<file path="config.mk">
export PLATFORM = sky130hd
export DESIGN_NAME = mac_tx_framer
export DESIGN_NICKNAME = d
export VERILOG_FILES = /design/src/rtl/mac_tx_pkg.sv /design/src/rtl/mac_tx_framer_crc32_d8.sv /design/src/rtl/mac_tx_framer.sv
export SDC_FILE = /design/constraint.sdc
export NUM_CORES = 1
export LEC_CHECK = 0
export ABC_AREA = 1
export BUFFER_PORTS_ARGS = -buffer_cell sky130_fd_sc_hd__buf_2
export CAP_MARGIN = 40
export CORE_AREA = 2 2 97 99
export DETAILED_ROUTE_END_ITERATION = 6
export DIE_AREA = 0 0 99 101
export PLACE_DENSITY = 0.8
export SYNTH_ARGS = -nofsm -noshare
export SYNTH_HDL_FRONTEND = slang
export SYNTH_SLANG_ARGS = --single-unit
</file>
<file path="constraint.sdc">
create_clock -name mac_clk_tx -period 2.8 [get_ports mac_clk_tx]
set_input_delay 0.14 -clock mac_clk_tx [delete_from_list [all_inputs] [get_ports mac_clk_tx]]
set_output_delay 0.14 -clock mac_clk_tx [all_outputs]
set_load 0.02 [all_outputs]
</file>
<file path="src/rtl/mac_tx_pkg.sv">
`default_nettype none
// ============================================================================
// Module      : mac_tx_pkg
// Description : Shared types and constants for the GMII transmit framer.
// Revision    : 1.0  initial release
// ============================================================================
package mac_tx_pkg;

    typedef enum logic [2:0] {
        ST_IDLE     = 3'd0,
        ST_PREAMBLE = 3'd1,
        ST_SFD      = 3'd2,
        ST_DATA     = 3'd3,
        ST_PAD      = 3'd4,
        ST_FCS      = 3'd5,
        ST_DRAIN    = 3'd6,
        ST_IPG      = 3'd7
    } tx_state_t;

    typedef logic [10:0] byte_cnt_t;

    localparam logic [7:0]  PREAMBLE_BYTE = 8'h55;
    localparam logic [7:0]  SFD_BYTE      = 8'hD5;
    localparam logic [31:0] CRC_POLY      = 32'h04C11DB7;
    localparam logic [31:0] CRC_INIT      = 32'hFFFFFFFF;
    localparam logic [31:0] CRC_RESIDUE   = 32'hC704DD7B;
    localparam int          c_preamble_len = 7;

    function automatic logic [31:0] reflect32(input logic [31:0] v);
        logic [31:0] r;
        r = '0;
        for (int i = 0; i < 32; i++) r[i] = v[31 - i];
        return r;
    endfunction

endpackage
`default_nettype wire

</file>
<file path="src/rtl/mac_tx_framer_crc32_d8.sv">
`default_nettype none
// ============================================================================
// Module      : crc32_d8
// Description : Combinational Ethernet CRC-32 step, one byte per call,
//               operating on the reflected (LSB-first) register form.
// Revision    : 1.0  initial release
// ============================================================================
module crc32_d8
    import mac_tx_pkg::*;
(
    input  logic [31:0] i_crc,
    input  logic [7:0]  i_data,
    output logic [31:0] o_crc
);

    localparam logic [31:0] c_poly_refl = reflect32(CRC_POLY);

    logic [31:0] w_crc;

    always_comb begin
        w_crc = i_crc ^ {24'd0, i_data};
        for (int i = 0; i < 8; i++) begin
            w_crc = w_crc[0] ? ((w_crc >> 1) ^ c_poly_refl) : (w_crc >> 1);
        end
    end

    assign o_crc = w_crc;

endmodule
`default_nettype wire

</file>
<file path="src/rtl/mac_tx_framer.sv">
`default_nettype none
// ============================================================================
// Module      : mac_tx_framer
// Description : GMII transmit framer: preamble/SFD, padding, FCS, IPG and
//               underrun/oversize abort. The state register leads the
//               registered outputs by one byte time.
// Revision    : 1.0  initial release
// ============================================================================
module mac_tx_framer
    import mac_tx_pkg::*;
#(
    parameter int IPG_BYTES = 12,
    parameter int MIN_DATA  = 60,
    parameter int MAX_DATA  = 1514
) (
    input  logic       mac_clk_tx,
    input  logic       reset_tx,
    input  logic [7:0] in_data,
    input  logic       in_valid,
    input  logic       in_last,
    output logic       in_ready,
    output logic [7:0] txd_out,
    output logic       txen_out,
    output logic       txer_out,
    output logic       frame_done,
    output logic       underrun
);

    localparam logic [15:0] c_preamble_last = 16'(c_preamble_len - 1);
    localparam logic [15:0] c_ipg_last      = 16'(IPG_BYTES - 1);
    localparam byte_cnt_t   c_min_data      = byte_cnt_t'(MIN_DATA);
    localparam byte_cnt_t   c_max_data      = byte_cnt_t'(MAX_DATA);

    tx_state_t   r_state, w_state;
    logic [15:0] r_aux_cnt, w_aux_cnt;
    byte_cnt_t   r_byte_cnt, w_byte_cnt, w_cnt_inc;
    logic [31:0] r_crc, w_crc, w_crc_next, w_fcs;
    logic [7:0]  r_txd, w_txd, w_crc_din;
    logic        r_txen, w_txen;
    logic        r_txer, w_txer;
    logic        r_in_ready, w_in_ready;
    logic        r_frame_done, w_frame_done;
    logic        r_underrun, w_underrun;

    assign w_crc_din = (r_state == ST_PAD) ? 8'h00 : in_data;
    assign w_cnt_inc = (r_byte_cnt == '1) ? r_byte_cnt : r_byte_cnt + byte_cnt_t'(1);
    assign w_fcs     = ~r_crc;

    crc32_d8 u_crc32_d8 (
        .i_crc  (r_crc),
        .i_data (w_crc_din),
        .o_crc  (w_crc_next)
    );

    always_ff @(posedge mac_clk_tx or posedge reset_tx) begin
        if (reset_tx) begin
            r_state      <= ST_IDLE;
            r_aux_cnt    <= '0;
            r_byte_cnt   <= '0;
            r_crc        <= CRC_INIT;
            r_txd        <= 8'h00;
            r_txen       <= 1'b0;
            r_txer       <= 1'b0;
            r_in_ready   <= 1'b0;
            r_frame_done <= 1'b0;
            r_underrun   <= 1'b0;
        end else begin
            r_state      <= w_state;
            r_aux_cnt    <= w_aux_cnt;
            r_byte_cnt   <= w_byte_cnt;
            r_crc        <= w_crc;
            r_txd        <= w_txd;
            r_txen       <= w_txen;
            r_txer       <= w_txer;
            r_in_ready   <= w_in_ready;
            r_frame_done <= w_frame_done;
            r_underrun   <= w_underrun;
        end
    end

    always_comb begin
        w_state      = r_state;
        w_aux_cnt    = r_aux_cnt;
        w_byte_cnt   = r_byte_cnt;
        w_crc        = r_crc;
        w_txd        = 8'h00;
        w_txen       = 1'b0;
        w_txer       = 1'b0;
        w_in_ready   = 1'b0;
        w_frame_done = 1'b0;
        w_underrun   = 1'b0;

        case (r_state)
            ST_IDLE: begin
                if (in_valid) begin
                    w_state   = ST_PREAMBLE;
                    w_txd     = PREAMBLE_BYTE;
                    w_txen    = 1'b1;
                    w_aux_cnt = 16'd1;
                end
            end
            ST_PREAMBLE: begin
                w_txd     = PREAMBLE_BYTE;
                w_txen    = 1'b1;
                w_aux_cnt = r_aux_cnt + 16'd1;
                if (r_aux_cnt == c_preamble_last) w_state = ST_SFD;
            end
            ST_SFD: begin
                // Ready rises while SFD is on the wire so data follows with no bubble.
                w_txd      = SFD_BYTE;
                w_txen     = 1'b1;
                w_in_ready = 1'b1;
                w_byte_cnt = '0;
                w_crc      = CRC_INIT;
                w_state    = ST_DATA;
            end
            ST_DATA: begin
                w_txen = 1'b1;
                if ((r_byte_cnt == c_max_data) || !in_valid) begin
                    w_txer     = 1'b1;
                    w_underrun = 1'b1;
                    w_in_ready = 1'b1;
                    w_state    = ST_DRAIN;
                    // An oversize frame whose terminating byte lands on the abort cycle has nothing left to drain.
                    if (in_valid && in_last) begin
                        w_in_ready = 1'b0;
                        w_state    = ST_IPG;
                        w_aux_cnt  = '0;
                    end
                end else begin
                    w_txd      = in_data;
                    w_crc      = w_crc_next;
                    w_byte_cnt = w_cnt_inc;
                    if (in_last) begin
                        w_state   = (w_cnt_inc < c_min_data) ? ST_PAD : ST_FCS;
                        w_aux_cnt = '0;
                    end else begin
                        w_in_ready = 1'b1;
                    end
                end
            end
            ST_PAD: begin
                w_txen     = 1'b1;
                w_crc      = w_crc_next;
                w_byte_cnt = w_cnt_inc;
                if (w_cnt_inc >= c_min_data) begin
                    w_state   = ST_FCS;
                    w_aux_cnt = '0;
                end
            end
            ST_FCS: begin
                w_txen    = 1'b1;
                w_txd     = w_fcs[{r_aux_cnt[1:0], 3'b000} +: 8];
                w_aux_cnt = r_aux_cnt + 16'd1;
                if (r_aux_cnt[1:0] == 2'd3) begin
                    w_frame_done = 1'b1;
                    w_state      = ST_IPG;
                    w_aux_cnt    = '0;
                end
            end
            ST_DRAIN: begin
                w_in_ready = 1'b1;
                if (in_valid && in_last) begin
                    w_in_ready = 1'b0;
                    w_state    = ST_IPG;
                    w_aux_cnt  = '0;
                end
            end
            ST_IPG: begin
                w_aux_cnt = r_aux_cnt + 16'd1;
                if (r_aux_cnt == c_ipg_last) w_state = ST_IDLE;
            end
            default: begin
                w_state = ST_IDLE;
            end
        endcase
    end

    assign in_ready   = r_in_ready;
    assign txd_out    = r_txd;
    assign txen_out   = r_txen;
    assign txer_out   = r_txer;
    assign frame_done = r_frame_done;
    assign underrun   = r_underrun;

endmodule
`default_nettype wire

</file>
# ---- After elaboration in Yosys (flattened, before gate mapping)
# Index checks and enable logic that the tools add are counted.
# W data, S select, Z words.
dict set report totals {
  ff_bits 74
  latch_bits 0
  ram_bits 0
  mem_bits_ro 0
  mem_count 0
}
dict set report classes {
  add_sub_neg 2
  n_mul 0
  div 0
  n_lt_le_gt_ge 2
  eq_ne 20
  n_shift 1
  muxes 45
  bitwise_logic 10
  reduce_logical 11
}
# operator n
set op_table {}
lappend op_table {{$mux W32} 9}
lappend op_table {{$not A13 Y14} 8}
lappend op_table {{$mux W16} 6}
lappend op_table {{$pmux W16 S6} 1}
lappend op_table {{$pmux W32 S3} 1}
lappend op_table {{$pmux W8 S5} 1}
lappend op_table {{$pmux W11 S3} 1}
lappend op_table {{$not A32 Y32} 1}
lappend op_table {{$shiftx A32 B6 Y8} 1}
lappend op_table {{$xor A32 B8 Y32} 1}
lappend op_table {{$mux W3} 8}
lappend op_table {{$pmux W3 S8} 1}
lappend op_table {{$eq A11 B11 Y1 const B} 2}
lappend op_table {{$mux W11} 2}
lappend op_table {{$add A16 B1 Y16 const B} 1}
lappend op_table {{$eq A16 B3 Y1 const B} 1}
lappend op_table {{$eq A16 B4 Y1 const B} 1}
lappend op_table {{$mux W8} 2}
lappend op_table {{$eq A3 B3 Y1 const B} 4}
lappend op_table {{$ne A2 B2 Y1 const B} 6}
lappend op_table {{$add A11 B1 Y11 const B} 1}
lappend op_table {{$ge A11 B6 Y1 const B} 1}
lappend op_table {{$lt A11 B6 Y1 const B} 1}
lappend op_table {{$mux W1} 10}
lappend op_table {{19 further kinds} 20}

# ---- Logic depth before layout (Yosys ltp)
# Gate-level depths: netlist (run 1).
dict set report logic_depth {
  ltp_word 21
  ltp_mapped 16
  mapped_depth_nobuf 15
}

# ---- Cells and area by module
# Synthesis (run 1) repeated with hierarchy kept, for this count alone.
dict set report unflattened {
  cells_unflattened 778
  hier_area_um2 5474.0
}
# mod instances cells_each area_each_um2 seq_area_each_um2
set modules_own_cells {}
lappend modules_own_cells {mac_tx_framer 1 545 4220.3 1891.8}
lappend modules_own_cells {crc32_d8 1 233 1253.7 0.0}

# ---- Worst setup path after synthesis (run 1)
# No wires, ideal clock.
dict set report synth_timing {
  path_kind {register to register}
  startpoint {register r_byte_cnt[1]}
  endpoint {register r_aux_cnt[3]}
  setup_ns 0.124
  arrival_time_ns 1.789
  slack_ns 0.887
  stages_incl_launch_ff 12
  period_less_slack_ns 1.913
  path_cell_list {dfrtp_1 -> ha_1 -> nand3_2 -> nor2_4 -> nand3_1 -> buf_2 -> nand2_1 -> nand3_1 -> nand4_1 -> nand3_1 -> nand2_1 -> nand2_1}
}
dict set report synth_between {
  elab_chain_cells 5
  elab_cells_between_ends 11
}
# item line
set synth_lines {}
lappend synth_lines {{from (decl)} mac_tx_framer.sv:36} ;# byte_cnt_t r_byte_cnt, w_byte_cnt, w_cnt_inc;
lappend synth_lines {{from (signal assigned)} mac_tx_framer.sv:70} ;# r_byte_cnt <= w_byte_cnt;
lappend synth_lines {{$add A11 B1 Y11 or $eq A11 B11 Y1 (tied branches)} mac_tx_framer.sv:46} ;# assign w_cnt_inc = (r_byte_cnt == '1) ? r_byte_cnt : r_byte_cnt + byte_cnt_t'(1);
lappend synth_lines {{$mux W11} mac_tx_framer.sv:46}
lappend synth_lines {{$ge A11 B6 Y1} mac_tx_framer.sv:146} ;# if (w_cnt_inc >= c_min_data) begin
lappend synth_lines {{$ne A2 B1 Y1 (no line)} --}
lappend synth_lines {{$reduce_and A4 Y1 (no line)} --}
lappend synth_lines {{to (signal assigned)} mac_tx_framer.sv:69} ;# r_aux_cnt <= w_aux_cnt;
lappend synth_lines {{to (decl)} mac_tx_framer.sv:35} ;# logic [15:0] r_aux_cnt, w_aux_cnt;
# Parallel ways exist; a longest one is shown, timed or not.
# A chain may end at the register's enable or synchronous reset.

# ---- Worst setup path after layout (run 1)
dict set report layout_timing {
  startpoint {register r_byte_cnt[0]}
  endpoint {register r_aux_cnt[3]}
}
# The elaborated chain is that of the path after synthesis.

==> flow_summary.json, run 1 <==
{
  "outcome": "finished clean",
  "overflow": 0,
  "clk_pin_slew_worst_paths_ns": 0.08,
  "die_width_um": 99,
  "finalHoldViolCount": 0,
  "io-pin-count": 25,
  "num_antenna_cells": 0,
  "path_buf_inv": 0,
  "antenna_found_initial": 0,
  "final_cell_mix": "nand2_1 (274), inv_1 (106), nand3_1 (74)",
  "avgViaCountPerCell": 5.83,
  "crit_slowest_cell": "dfrtp_1",
  "root_buffer": "clkbuf_8",
  "die_h_um": 101,
  "core_mm2": 0.00898,
  "clock_latency_ns": 0.35,
  "synthesis.instances": 814,
  "cts_buffers": 9,
  "cp_top_family": "simple AND/OR/NAND/NOR gates",
  "htree_num_levels": 3,
  "end_kind": "register",
  "synthFlopType": "dfrtp_1",
  "post-dp-hpwl_um": 11000,
  "crit_type": "register to register",
  "drt-pass1-iter-count": 5,
  "peakVddDrop_uv": 758,
  "final_nets": 856,
  "skew_ns": 0.00890,
  "hold_slack_ns": 0.0686,
  "cts_tree": "done",
  "routedWlPerCell_um": 15.9,
  "critical_path.max_fanout": 12,
  "hold_start": "in_data[2]",
  "synth_cell_type_count": 42,
  "grt_usage": 0.316,
  "final_common_cell": "nand2_1",
  "dr.first_iter.drc_count": 342,
  "ys_ff_latch": 74,
  "cts_resized": 0,
  "start_util": 0.617,
  "dieArea_mm2": 0.0100,
  "synth_edf_count": 0,
  "synth_nets": 833,
  "syn_avg_cell_area_um2": 6.81,
  "port_buffers": 24,
  "row_count": 35,
  "ys_top_cells_by_area": "dfrtp_1 (19%), nand2_1 (19%), dfstp_2 (15%)",
  "start_kind": "register",
  "rr_startpoint": "r_byte_cnt[0]",
  "yosys_warnings": 0,
  "gp_congestion": 0.996,
  "grt_pass1_wl_um": 25200,
  "startpoint": "r_byte_cnt[0]",
  "hold_path.class": "input pin to register",
  "arrival_ns": 2.64,
  "tightestPinTransition_ns": 0.695,
  "fin_crit_ns": 2.40,
  "area_growth_pct": 7.99,
  "layout-drive-gt1-share": 0.148,
  "timing.fmax_mhz": 416,
  "grt_setup_unrepaired": "no",
  "drc": 0,
  "routed_wl_um": 15200,
  "max_stage_delay_ns": 0.44,
  "yosys.area.top_type_share": 0.190,
  "power_density_mw_per_mm2": 1320,
  "synth_top_area_cell": "dfrtp_1",
  "fin_util": 0.666,
  "setup_viol": 0,
  "ys_seq_area_frac": 0.341,
  "vias": 5559,
  "clock_path_buffers": 2,
  "synth_area_mm2": 0.00554,
  "post-route-period-util": 0.858,
  "slew_headroom": 0.535,
  "p_leak_uw": 0.00307,
  "grt_start_max_net_pins": 44,
  "numClockSinks": 74,
  "n_fill_cell": 799,
  "drv_cap": 0,
  "async_reset_ff_frac": 1.00,
  "ant_nets": 0,
  "setup-tns-final_ns": 0,
  "grt_pass1_vias": 5237,
  "crit_path_cell_trace": "ha_1 > nand3_2 > nor2_4 > nand3_1 > nand2_1 > nand3_1 > nand4_1 > nand3_1 > nand2_1 > nand2_1",
  "final_max_slew_viol_count": 0,
  "cp_data_required_time_ns": 3.04
}
report_power, final:
part	internal, µW	switching (µW)
logic	1530	3410
clock network	520	422
registers	1630	386
final timing paths:
kind	to	cells past startpoint	slack [ns]
min in group asynchronous	r_byte_cnt[9]	4	0.41
max reg2reg	r_aux_cnt[3]	10	0.40
max	r_aux_cnt[3]	10	0.40
min reg2reg	r_crc[21]	2	0.50
max in group asynchronous	r_crc[31]	5	1.75
min	txd_out[2]	3	0.07
cells in the mapped netlist, types with 4 or more instances:
master and n:
nand2_4 4, nand4_1 12, inv_2 7, nor3_1 6
nand2_2 16, dfrtp_1 42, buf_4 5, clkbuf_1 8
ha_1 7, o21ai_1 11, nand2_1 274, o21ai_0 57
o22ai_1 10, xor2_1 21, inv_1 107, o31ai_1 6
a21oi_1 27, buf_2 5, nor2_1 38, xor2_2 6
dfstp_2 32, nand3_1 74
cell type report:
| cell class | instances | area [µm²] | area share |
|---|---|---|---|
| Clock buffer | 13 | 181 | 0.0303 |
| Sequential cell | 74 | 1890 | 0.316 |
| Clock inverter | 3 | 42.5 | 0.00711 |
| Inverter | 114 | 428 | 0.0715 |
| Tap cell | 111 | 139 | 0.0232 |
| Timing Repair Buffer | 33 | 210 | 0.0351 |
| Multi-Input combinational cell | 605 | 3090 | 0.517 |
worst min-delay path: stages:
cell and delay (ns):
buf_2 0.10, nand3_1 0.08, nand3_1 0.07
state kept, by name (all words and copies together), names as in the netlist:
signal,cells
r_byte_cnt,11
txen_out,1
txd_out,8
underrun,1
r_aux_cnt,16
r_crc,32
r_state,3
in_ready,1
frame_done,1
routing by layer:
layer  vias up  GRT usage  share of wire
met5         -          0              0
met4         0      0.126          0.038
met3        50     0.0430          0.070
met2       253      0.551           0.48
met1      2611      0.398           0.41
li1       2645          -              -
cells by family after synthesis:
| group | share of synthesized area |
|---|---|
| simple gates | 0.345 |
| buf+inv | 0.101 |
| compound gates | 0.129 |
| flops | 0.341 |
| xor+xnor | 0.0682 |
| fa+ha+maj | 0.0158 |
what timing repair did:
action / 4_1_cts / 5_1_grt
setup endpoints to repair: 0 / 0
endpoints found under the hold margin: 31 / 0
hold buffers: 1 / 0
setup buffers: 0 / 0
stage by stage:
step	cell area [µm²]	worst slack [ns]	instances	power, µW
after floorplan	5540	0.831	814	5690
after global placement	5720	0.506	935	6760
after detailed placement	5750	0.438	936	6850
after CTS	5980	0.427	953	7820
after global routing	5980	0.164	953	8570
final	5980	0.399	953	7900
(Power assumes the default switching activity.)
==> run 2, diff against run 1 <==
Settings changed: CAP_MARGIN 40 to 20, CORE_AREA 2 2 97 99 to 2 2 121 123, DIE_AREA 0 0 99 101 to 0 0 123 125, PLACE_DENSITY 0.8 to default.
==> flow_summary.json, run 2 (synthesis results as in run 1) <==
{
  "outcome": "finished clean",
  "post-dp-hpwl_um": 11600,
  "gp_congestion": 0.939,
  "cts_buffers": 9,
  "largest_reg_flops": 32,
  "n_fill_cell": 1501,
  "cts_tree": "done",
  "avgViaCountPerCell": 5.13,
  "switching_share": 0.522,
  "layout-drive-gt1-share": 0.152,
  "cp_data_required_time_ns": 3.04,
  "instances_no_fill": 1028,
  "power_density_mw_per_mm2": 1320,
  "start_util": 0.390,
  "setup-tns-final_ns": 0,
  "antenna_found_initial": 0,
  "port_buffers": 24,
  "area_growth_pct": 10.9,
  "drv_cap": 0,
  "crit_slowest_cell": "dfrtp_1",
  "largest_registers": "r_crc: 32 flops, r_aux_cnt: 16 flops, r_byte_cnt: 11 flops",
  "final_max_slew_viol_count": 0,
  "skew_ns": 0.00516,
  "grt_usage": 0.217,
  "num_antenna_cells": 0,
  "finalHoldViolCount": 0,
  "drt-pass1-iter-count": 5,
  "p_leak_uw": 0.00310,
  "grt_pass1_wl_um": 25800,
  "clock_path_buffers": 2,
  "clock_latency_ns": 0.35,
  "core_mm2": 0.0142,
  "crit_path_cell_trace": "ha_1 > nand3_2 > nor2_4 > nand3_1 > nand2_1 > nand3_1 > nand4_1 > nand3_1 > nand2_1 > nand2_1",
  "overflow": 0,
  "peakVddDrop_uv": 568,
  "slew_headroom": 0.553,
  "end_kind": "register",
  "ant_nets": 0,
  "root_buffer": "clkbuf_16",
  "routedWlPerCell_um": 15.3,
  "row_count": 44,
  "fin_crit_ns": 2.44,
  "timing.fmax_mhz": 410,
  "grt_setup_unrepaired": "no",
  "start_kind": "register",
  "grt_start_max_net_pins": 30,
  "hold_path.class": "input pin to register",
  "critical_path.max_fanout": 12,
  "final_cell_mix": "nand2_1 (274), inv_1 (106), nand3_1 (74)",
  "clk_pin_slew_worst_paths_ns": 0.06,
  "numClockSinks": 74,
  "routed_wl_um": 15800,
  "vias": 5278,
  "die_width_um": 123,
  "power_switching_uw": 4240,
  "combPwrFrac": 0.607,
  "regMostFlops": "r_crc",
  "clkPwrFrac": 0.145,
  "drc": 0,
  "die_h_um": 125,
  "htree_num_levels": 3,
  "dieArea_mm2": 0.0154,
  "tightestPinTransition_ns": 0.668,
  "post-route-period-util": 0.871,
  "path_buf_inv": 0,
  "grt_pass1_vias": 4976,
  "setup_viol": 0,
  "cp_top_family": "simple AND/OR/NAND/NOR gates",
  "dr.first_iter.drc_count": 465,
  "p_seq_frac": 0.248,
  "crit_type": "register to register",
  "final_nets": 858,
  "io-pin-count": 25,
  "internal-power_uw": 3890,
  "dpl.cell_count": 1011,
  "max_stage_delay_ns": 0.45,
  "postCtsSetupRepairBufs": 0,
  "arrival_ns": 2.67,
  "final_common_cell": "nand2_1"
}
run 2: cell count changes in the layout (fill, tap and decap cells not counted), sizes merged:
cell,delta
clkbuf,-3
clkinv,+3
buf,+2
clkinvlp,+1
inv,-1
run 2: final timing paths:
check                                   start            end  slack, ns  cells after the start
worst max register to register  r_byte_cnt[1]   r_aux_cnt[3]       0.36                     10
worst min register to register      r_crc[10]      r_crc[10]       0.49                      2
min in group asynchronous            reset_tx  r_byte_cnt[5]       0.33                      3
worst min-delay path               in_data[2]     txd_out[2]       0.07                      3
max in group asynchronous            reset_tx       r_crc[4]       1.68                      4
worst max-delay path            r_byte_cnt[1]   r_aux_cnt[3]       0.36                     10
run 2: through the flow:
stage                      util  power, µW  area (µm²)  hold WS, ns  worst slack (ns)
after floorplan               -       5690        5540        0.283             0.831
after global placement    0.411       6900        5840        0.157             0.395
after detailed placement  0.411       6920        5840        0.163             0.374
after CTS                 0.433       8140        6140       0.0641             0.358
after global routing      0.433       8900        6140       0.0822            0.0187
final                     0.433       8130        6140       0.0655             0.362
run 2: cell type report:
cell class                 instances  area, µm²  share of cell area
multi-input combinational        605       3090               0.503
clock buffer                      10        229              0.0373
inverter                         114        429              0.0699
clock inverter                     6       67.6              0.0110
sequential                        74       1890               0.308
timing repair buffer              35        205              0.0334
tap                              184        230              0.0375
run 2: power by group through the flow:
stage / registers, µW / logic (µW) / clock network (µW)
6_report: 2020 / 4940 / 1180
5_1_grt: 2080 / 5570 / 1260
4_1_cts: 2010 / 4920 / 1210
3_5_place_dp: 2020 / 4900 / 0
3_3_place_gp: 2030 / 4870 / 0
2_1_floorplan: 1990 / 3700 / 0
run 2: timing repair:
| item | CTS | global route |
|---|---|---|
| resized for setup | 0 | 0 |
| hold endpoints to repair | 11 | 0 |
| hold buffers | 1 | 0 |
run 2: per-layer routing:
layer,track usage,wire length (µm)
met5,0,0
met4,0.0548,279
met3,0.0534,947
met2,0.352,7440
met1,0.290,7100
run 2: tightest hold or removal path, cell delays in order:
cell and delay (ns):
buf_2 0.11, nand3_1 0.07, nand3_1 0.07
==> run 3, diff against run 2 <==
Settings changed: GPL_ROUTABILITY_DRIVEN from default to 1, PLACE_DENSITY from default to 0.58.
==> flow_summary.json, run 3 (synthesis results as in run 1) <==
{
  "die_width_um": 123,
  "dpl_cell_area_mm2": 0.00584,
  "crit_path_cell_trace": "ha_1 > nand3_2 > nor2_4 > nand3_1 > nand2_1 > nand3_1 > nand4_1 > nand3_1 > nand2_1 > nand2_1",
  "startpoint": "r_byte_cnt[1]",
  "power_density_mw_per_mm2": 1340,
  "post-route-period-util": 0.884,
  "area_growth_pct": 12.1,
  "clk_pin_slew_worst_paths_ns": 0.06,
  "io-pin-count": 25,
  "largest_registers": "r_crc: 32 flops, r_aux_cnt: 16 flops, r_byte_cnt: 11 flops",
  "final_common_cell": "nand2_1",
  "routedWlPerCell_um": 15.5,
  "die_h_um": 125,
  "grt_setup_unrepaired": "no",
  "hold_slack_ns": 0.0721,
  "grt_start_max_net_pins": 55,
  "critical_path.max_fanout": 12,
  "routed_wl_um": 16000,
  "root_buffer": "clkbuf_16",
  "antenna_found_initial": 0,
  "stdcell_area_mm2": 0.00621,
  "n_fill_cell": 1528,
  "fin_crit_ns": 2.47,
  "post-dp-hpwl_um": 11600,
  "crit_slowest_cell": "dfrtp_1",
  "core_mm2": 0.0142,
  "numClockSinks": 74,
  "largest_reg_flops": 32,
  "use_met1": 0.297,
  "end_kind": "register",
  "drv_cap": 0,
  "slew_headroom": 0.566,
  "gp_congestion": 0.892,
  "rr_startpoint": "r_byte_cnt[1]",
  "final_cell_mix": "nand2_1 (274), inv_1 (106), nand3_1 (74)",
  "start_kind": "register",
  "power_uw": 8300,
  "cts_resized": 0,
  "p_leak_uw": 0.00314,
  "cts_buffers": 9,
  "cts_tree": "done",
  "drt-pass1-iter-count": 6,
  "max_stage_delay_ns": 0.45,
  "cp_data_required_time_ns": 3.03,
  "ant_nets": 0,
  "final_max_slew_viol_count": 0,
  "start_util": 0.390,
  "grtUsageMet2": 0.348,
  "grt_pass1_vias": 4871,
  "grt_usage": 0.218,
  "hold_start": "in_data[6]",
  "hold_path.class": "input pin to register",
  "dieArea_mm2": 0.0154,
  "dr.first_iter.drc_count": 516,
  "final_nets": 860,
  "crit_type": "register to register",
  "clock_latency_ns": 0.35,
  "port_buffers": 24,
  "regMostFlops": "r_crc",
  "overflow": 0,
  "finalHoldViolCount": 0,
  "grt_use_met3": 0.0392,
  "vias": 5320,
  "grt.busiest_layer": "met2",
  "drc": 0,
  "grt_pass1_wl_um": 25800,
  "clock_path_buffers": 2,
  "skew_ns": 0.00846,
  "setup_viol": 0,
  "avgViaCountPerCell": 5.17,
  "row_count": 44,
  "timing.fmax_mhz": 404,
  "layout-drive-gt1-share": 0.155,
  "setup-tns-final_ns": 0,
  "arrival_ns": 2.71,
  "peakVddDrop_uv": 552,
  "htree_num_levels": 3,
  "outcome": "finished clean",
  "tightestPinTransition_ns": 0.649,
  "num_antenna_cells": 0
}
==> run 3: changes by cell type in the layout (fill, tap and decap cells not counted) <==
cell,change
clkbuf_1,-1
buf_4,+1
inv_6,+1
clkinv_4,-1
bufinv_16,+1
clkbuf_8,+2
buf_12,+1
clkinvlp_4,-1
clkinv_2,-1
==> run 3: stage by stage <==
stage / instances / utilization / worst slack, ns
3_3_place_gp: 1012 / 0.411 / 0.449
6_report: 1030 / 0.437 / 0.325
3_5_place_dp: 1012 / 0.411 / 0.373
2_1_floorplan: 814 / - / 0.831
5_1_grt: 1030 / 0.437 / 0.0000300
4_1_cts: 1028 / 0.435 / 0.350
==> run 3: final cells by class <==
class | instances | area (µm²) | share of cell area
multi-input cells | 605 | 3090 | 0.497
flip-flops and latches | 74 | 1890 | 0.305
inverters | 114 | 429 | 0.0691
clock buffers | 11 | 253 | 0.0407
repair buffers | 37 | 233 | 0.0375
well taps | 184 | 230 | 0.0371
clock inverters | 5 | 85.1 | 0.0137
==> run 3: worst max-delay path, delay by kind of cell, from the launching register on <==
kind          cells  cell delay (ns)
simple gates      9             1.64
flops             1             0.45
fa+ha+maj         1             0.26
==> run 3: final timing paths <==
check	endpoint	slack [ns]	depth (start not counted)
setup / recovery	r_aux_cnt[14]	0.33	10
hold / removal	txd_out[6]	0.07	3
setup reg to reg	r_aux_cnt[14]	0.33	10
hold reg to reg	r_crc[19]	0.48	2
max in group asynchronous	r_crc[28]	1.83	4
min in group asynchronous	r_byte_cnt[5]	0.34	3
==> run 3: where the power goes <==
part | total, µW | switching, µW | internal [µW]
sequential | 2020 | 384 | 1630
combinational | 4960 | 3390 | 1570
clock | 1320 | 485 | 834
total | 8300 | 4260 | 4040
==> run 3: routing by layer <==
| layer | wire length, µm | vias up |
|---|---|---|
| met1 | 7370 | 2492 |
| met2 | 7580 | 136 |
| met5 | 0 | - |
| met3 | 736 | 26 |
| li1 | - | 2666 |
| met4 | 300 | 0 |
==> run 3: repair_timing <==
item                                    CTS  global route
endpoints found under the setup margin    0             0
buffers inserted                          0             0
hold buffers                              0             1
endpoints found under the hold margin     0            23
